### src/rtl/mem_arbiter.sv
// -----------------------------------------------------------------------------
// mem_arbiter
//
// Purpose:
//   Shares the single data port of the unified word-addressed memory between
//   two requesters: M0 (core load/store unit) and M1 (boot loader / debug
//   writer). One access is accepted per cycle under round-robin arbitration.
//   Read data is steered back to whichever requester issued the read, in
//   grant order.
//
// Parameters:
//   DEPTH       memory size in 32-bit words; addresses >= DEPTH are rejected
//   RD_LATENCY  cycles from the accepting posedge until mem_dout is valid
//
// Ports:
//   clock                 system clock, all state updates on posedge
//   reset                 synchronous, active-high
//   m0_req / m1_req       request; held with stable fields until granted
//   m0_rw / m1_rw         1 = write, 0 = read
//   m0_addr / m1_addr     word address
//   m0_wdata / m1_wdata   write data
//   m0_gnt / m1_gnt       combinational; the access is accepted this cycle
//   m0_rvalid / m1_rvalid registered; read response valid for one cycle
//   m0_rdata / m1_rdata   registered read data, holds while rvalid is low
//   m0_err / m1_err       registered; pulses in the response slot of an
//                         out-of-range access (read or write)
//   mem_rw                memory write enable
//   mem_ain               memory word address
//   mem_din               memory write data
//   mem_dout              memory read data, registered inside the memory
// -----------------------------------------------------------------------------
module mem_arbiter #(
    parameter int DEPTH      = 1024,
    parameter int RD_LATENCY = 1
) (
    input  logic        clock,
    input  logic        reset,

    input  logic        m0_req,
    input  logic        m0_rw,
    input  logic [31:0] m0_addr,
    input  logic [31:0] m0_wdata,
    output logic        m0_gnt,
    output logic        m0_rvalid,
    output logic [31:0] m0_rdata,
    output logic        m0_err,

    input  logic        m1_req,
    input  logic        m1_rw,
    input  logic [31:0] m1_addr,
    input  logic [31:0] m1_wdata,
    output logic        m1_gnt,
    output logic        m1_rvalid,
    output logic [31:0] m1_rdata,
    output logic        m1_err,

    output logic        mem_rw,
    output logic [31:0] mem_ain,
    output logic [31:0] mem_din,
    input  logic [31:0] mem_dout
);

    // Identifies a requester; also used as the round-robin priority pointer.
    typedef enum logic {
        REQ_M0 = 1'b0,
        REQ_M1 = 1'b1
    } req_e;

    // One in-flight response slot. A slot is created for every granted
    // access that will produce a visible response: in-range reads, and any
    // out-of-range access (which reports err).
    typedef struct packed {
        logic valid;
        logic isRead;
        logic outOfRange;
        req_e owner;
    } pend_t;

    // Requester favoured when both ask in the same cycle.
    req_e         prio_q;

    // Last issued address/data, so the memory port is stable while idle.
    logic [31:0]  lastAin_q;
    logic [31:0]  lastDin_q;

    // Response slots travelling alongside the memory's read latency.
    pend_t        pend_q [RD_LATENCY];

    // Combinational arbitration results.
    logic         anyGrant;
    req_e         winner;
    logic         selRw;
    logic [31:0]  selAddr;
    logic [31:0]  selWdata;
    logic         inRange;
    pend_t        pend_d;
    pend_t        pendLast;

    // Arbitration and issue. Reset suppresses any grant so a requester never
    // believes an access was accepted while the state is being cleared.
    always_comb begin
        anyGrant = !reset && (m0_req || m1_req);

        winner = REQ_M0;
        if (m0_req && m1_req) begin
            winner = prio_q;
        end else if (m1_req) begin
            winner = REQ_M1;
        end

        selRw    = m0_rw;
        selAddr  = m0_addr;
        selWdata = m0_wdata;
        if (winner == REQ_M1) begin
            selRw    = m1_rw;
            selAddr  = m1_addr;
            selWdata = m1_wdata;
        end

        inRange = (selAddr < 32'(DEPTH));

        m0_gnt = anyGrant && (winner == REQ_M0);
        m1_gnt = anyGrant && (winner == REQ_M1);

        // Out-of-range accesses still drive the address bus but must never
        // write the memory.
        mem_rw  = anyGrant && selRw && inRange;
        mem_ain = anyGrant ? selAddr  : lastAin_q;
        mem_din = anyGrant ? selWdata : lastDin_q;

        pend_d.valid      = anyGrant && (!selRw || !inRange);
        pend_d.isRead     = !selRw;
        pend_d.outOfRange = !inRange;
        pend_d.owner      = winner;

        pendLast = pend_q[RD_LATENCY-1];
    end

    // Priority pointer, idle hold registers, response pipeline and the
    // registered per-requester response outputs. The response stage samples
    // mem_dout in the same cycle the oldest slot matures, which places rvalid
    // two edges after the grant cycle for RD_LATENCY = 1. Reset empties the
    // pipeline, so a read caught mid-flight never produces a response.
    always_ff @(posedge clock) begin
        if (reset) begin
            prio_q    <= REQ_M0;
            lastAin_q <= '0;
            lastDin_q <= '0;
            for (int i = 0; i < RD_LATENCY; i++) begin
                pend_q[i] <= '0;
            end
            m0_rvalid <= 1'b0;
            m0_rdata  <= '0;
            m0_err    <= 1'b0;
            m1_rvalid <= 1'b0;
            m1_rdata  <= '0;
            m1_err    <= 1'b0;
        end else begin
            // Whoever wins, the other side is favoured next time.
            if (anyGrant) begin
                prio_q    <= (winner == REQ_M0) ? REQ_M1 : REQ_M0;
                lastAin_q <= selAddr;
                lastDin_q <= selWdata;
            end

            pend_q[0] <= pend_d;
            for (int i = 1; i < RD_LATENCY; i++) begin
                pend_q[i] <= pend_q[i-1];
            end

            m0_rvalid <= pendLast.valid && pendLast.isRead && (pendLast.owner == REQ_M0);
            m1_rvalid <= pendLast.valid && pendLast.isRead && (pendLast.owner == REQ_M1);
            m0_err    <= pendLast.valid && pendLast.outOfRange && (pendLast.owner == REQ_M0);
            m1_err    <= pendLast.valid && pendLast.outOfRange && (pendLast.owner == REQ_M1);

            // Out-of-range reads return zero instead of whatever the memory
            // happens to present; rdata is untouched when no read returns.
            if (pendLast.valid && pendLast.isRead && (pendLast.owner == REQ_M0)) begin
                m0_rdata <= pendLast.outOfRange ? 32'h0 : mem_dout;
            end
            if (pendLast.valid && pendLast.isRead && (pendLast.owner == REQ_M1)) begin
                m1_rdata <= pendLast.outOfRange ? 32'h0 : mem_dout;
            end
        end
    end

endmodule

### config.mk
export PLATFORM = sky130hd
export DESIGN_NAME = mem_arbiter
export DESIGN_NICKNAME = d
export VERILOG_FILES = /design/src/rtl/mem_arbiter.sv
export SDC_FILE = /design/constraint.sdc
export NUM_CORES = 1
export LEC_CHECK = 0
export CAP_MARGIN = 5
export CORE_ASPECT_RATIO = 1.75
export CORE_MARGIN = 2
export CORE_UTILIZATION = 41
export CTS_BUF_LIST = sky130_fd_sc_hd__clkbuf_2
export DETAILED_ROUTE_END_ITERATION = 10
export HOLD_SLACK_MARGIN = 0.05
export PLACE_DENSITY = 0.86
export SYNTH_ARGS = -nofsm -noshare
export SYNTH_HDL_FRONTEND = slang
export SYNTH_SLANG_ARGS = --single-unit
### constraint.sdc
create_clock -name clock -period 2.2 [get_ports clock]
set_input_delay 0.44 -clock clock [delete_from_list [all_inputs] [get_ports clock]]
set_output_delay 0.44 -clock clock [all_outputs]
set_load 0.02 [all_outputs]
==> impl_metrics.py <==
metrics = {
    "status": {
        "status": "finished with violations",
        "violations": "setup timing",
    },
    "timing": {
        "hold_viol_final": 0,
        "period_needed_ps": 2918,
        "finalSetupViolCount": 67,
        "clock_skew_ps": 54.20,
        "worst_slew_pin_slew_ps": 724.9,
        "max_slew_margin_pct": 51.67,
        "hold_ws_ps": 236.5,
        "drv_slew": 0,
        "fin_ws_ps": -718.4,
        "fin_crit_sh_pct": 132.7,
        "grt_setup_unrepaired": "true",
        "fmax_mhz": 342.7,
    },
    "clock_network": {
        "cts_tree": "done",
        "clk_latency_ps": 710,
        "cts_root_buffer": "clkbuf_2",
        "holdBufCountCts": 0,
        "clk_pin_slew_ps": 190,
        "htreeDepth": 4,
        "clock_sinks": 137,
        "cts_made_buffers": 17,
        "cts_buffer_depth": 2,
    },
    "placement": {
        "place_hpwl_mm": 14.34,
        "gp_congestion": 0.9704,
        "numPortBuffers": 300,
        "dp_slack_ps": -843.1,
        "placed_area_um2": 9329,
    },
    "synth": {
        "synth_area_leaders": "dfxtp_1, nand2_1, a21oi_1, a222oi_1, nor2_1",
        "yosysTopAreaCell": "dfxtp_1",
        "ys_seq_area_share_pct": 48.35,
        "syn_nets": 843,
        "yosys_warnings": 0,
        "synth_cell_types": 35,
        "synth_top_area_share_pct": 48.35,
        "synth_seq_cells": 137,
        "synthCells": 677,
        "syn-cell-area_um2": 5673,
        "avgSynthCellArea_um2": 8.380,
    },
    "floorplan": {
        "start_util_pct": 42.17,
        "io_pins": 301,
        "die_y_um": 159.6,
        "coreArea_um2": 13450,
        "die_area_um2": 14830,
        "die_w_um": 92.92,
        "rows": 56,
    },
    "pwr": {
        "ir_drop_uv": 432.0,
        "pwr-share-seq_pct": 40.9,
        "p_switching_uw": 2086,
        "clockPowerShare_pct": 26.9,
        "power_density_nw_per_um2": 582.2,
        "combPwrFrac_pct": 32.2,
        "p_leak_uw": 0.005427,
        "power.internal_uw": 4370,
        "power_switching_share_pct": 32.30,
    },
    "worst_setup_path": {
        "startpoint_type": "primary input",
        "cp.required_ps": 1760,
        "end_kind": "primary output",
        "reg2reg_depth": 10,
        "crit_fanout": 9,
        "arrival_ps": 2480,
        "path_class": "primary input to primary output",
    },
    "drt": {
        "drt-total-wl_mm": 27.59,
        "dr.first_iter.drc_count": 655,
        "remaining_drc_errors": 0,
        "wire_per_inst_um": 21.08,
        "dr.pass1.iters": 6,
        "vias": 7307,
        "antenna_left": 0,
        "vias_per_cell": 5.582,
    },
    "global_route": {
        "antenna_found_initial": 2,
        "grt.busiest_layer": "met2",
        "met3_usage_pct": 7.336,
        "grt.met2_usage_pct": 53.00,
        "grt_use_met1_pct": 28.12,
        "grt_overflow": 0,
        "first_global_vias": 6973,
        "grt.total_usage_pct": 29.30,
        "grt_first_pass_wirelength_mm": 34.38,
        "grt_start_max_net_pins": 69,
    },
    "layout": {
        "finalNetCount": 1286,
        "area_growth_pct": 95.46,
        "final_area_um2": 11090,
        "layout-drive-gt1-share_pct": 30.45,
        "n_fill_cell": 743,
    },
    "worst_hold_path": {
        "holdPathStages": 4,
        "min_path_type": "primary input to flop",
    },
    "flow_run": {
        "drv_cap": 0,
    },
}
-- repair_timing --
action                                  4_1_cts  5_1_grt
gates cloned                                  5        6
resized for setup                           369      163
endpoints found under the setup margin       82      111
setup buffers                                51       36
pin swaps                                    39       46
-- power by group through the flow --
stage / logic (uW) / registers, uW / clock network, uW
4_1_cts: 1680 / 2630 / 1730
3_3_place_gp: 1490 / 2670 / 0
2_1_floorplan: 626 / 2690 / 0
6_report: 2080 / 2640 / 1740
3_5_place_dp: 1520 / 2680 / 0
5_1_grt: 2150 / 2650 / 1850
-- final cells by class --
class                           count  area, um^2  area share (%)
Timing Repair Buffer              477        4786           43.16
Multi-Input combinational cell    444        2897           26.12
Sequential cell                   137        2744           24.75
Tap cell                          174       217.7           1.963
Clock inverter                     14       187.7           1.693
Inverter                           43       161.4           1.456
Clock buffer                       18       90.09          0.8125
Antenna cell                        2       5.005         0.04514
-- synth_stat cells, drive strengths merged --
cell,n
a211oi,22
a21oi,88
a222oi,42
and2,1
and2b,1
and3,1
and4b,1
buf,30
clkbuf,24
dfxtp,137
inv,43
mux2i,22
nand2,133
nand2b,1
nand3,2
nand4,2
nor2,74
nor2b,32
nor3,5
nor3b,1
nor4,10
o2111ai,1
o21ai,1
o21bai,1
o32ai,1
or2,1
-- metrics by stage --
step / total power [uW] / TNS [ps] / utilization (%) / std cells
6_report: 6456 / -32790 / 82.42 / 1309
5_1_grt: 6655 / -40230 / 82.42 / 1309
4_1_cts: 6034 / -26850 / 75.35 / 1269
3_5_place_dp: 4193 / -48760 / 69.35 / 1181
3_3_place_gp: 4166 / -45930 / 69.35 / 1181
2_1_floorplan: 3313 / 0 / - / 677
-- layer usage --
layer | routed length [um] | vias up
met5 | 0 | -
met1 | 8491 | 3368
li1 | - | 3221
met4 | 2701 | 0
met2 | 14230 | 524
met3 | 2169 | 194
-- flip-flops by register name, summed over array words and instances, names as in the netlist, 4 cells and up --
register / count
m0_rdata: 32
m1_rdata: 32
lastDin_q: 32
pend_q: 4
lastAin_q: 32
-- cell families after synthesis --
kind of cell	synth area share (%)
multiplexers	3.882
flip-flops	48.35
AO/OA/AOI/OAI	19.63
AND/OR/NAND/NOR	20.49
buffers and inverters	7.653
-- layout by cell type (no fill, tap or decap), drive strengths merged, types with 2 or more instances in the layout --
cell type / instances
a222oi: 42
nand3: 2
dfxtp: 137
clkbuf: 23
a21oi: 88
mux2i: 22
dlymetal6s2s: 44
dlygate4sd2: 16
a211oi: 22
bufinv: 3
nand2: 134
clkinv: 2
nor4: 10
nor2b: 32
inv: 49
buf: 240
nor2: 74
clkinvlp: 3
diode: 2
nand4: 2
nor3: 5
clkdlybuf4s50: 172
-- worst paths after layout --
path / startpoint / end / slack [ps]
hold reg to reg: m0_rdata[27] / m0_rdata[27] / 470
setup reg to reg: prio_q / lastDin_q[13] / 120
hold / removal: reset / pend_q[0][3] / 240
setup / recovery: m1_req / mem_din[7] / -720
-- worst max-delay path, stage by stage --
cell and delay (ps):
clkdlybuf4s50_1 420, buf_4 180, o21bai_4 220, a21oi_4 80, buf_12 140, buf_6 130
a222oi_1 430, buf_4 210, inv_1 50, buf_2 150
Note: power is estimated with default switching activity, not from simulation.
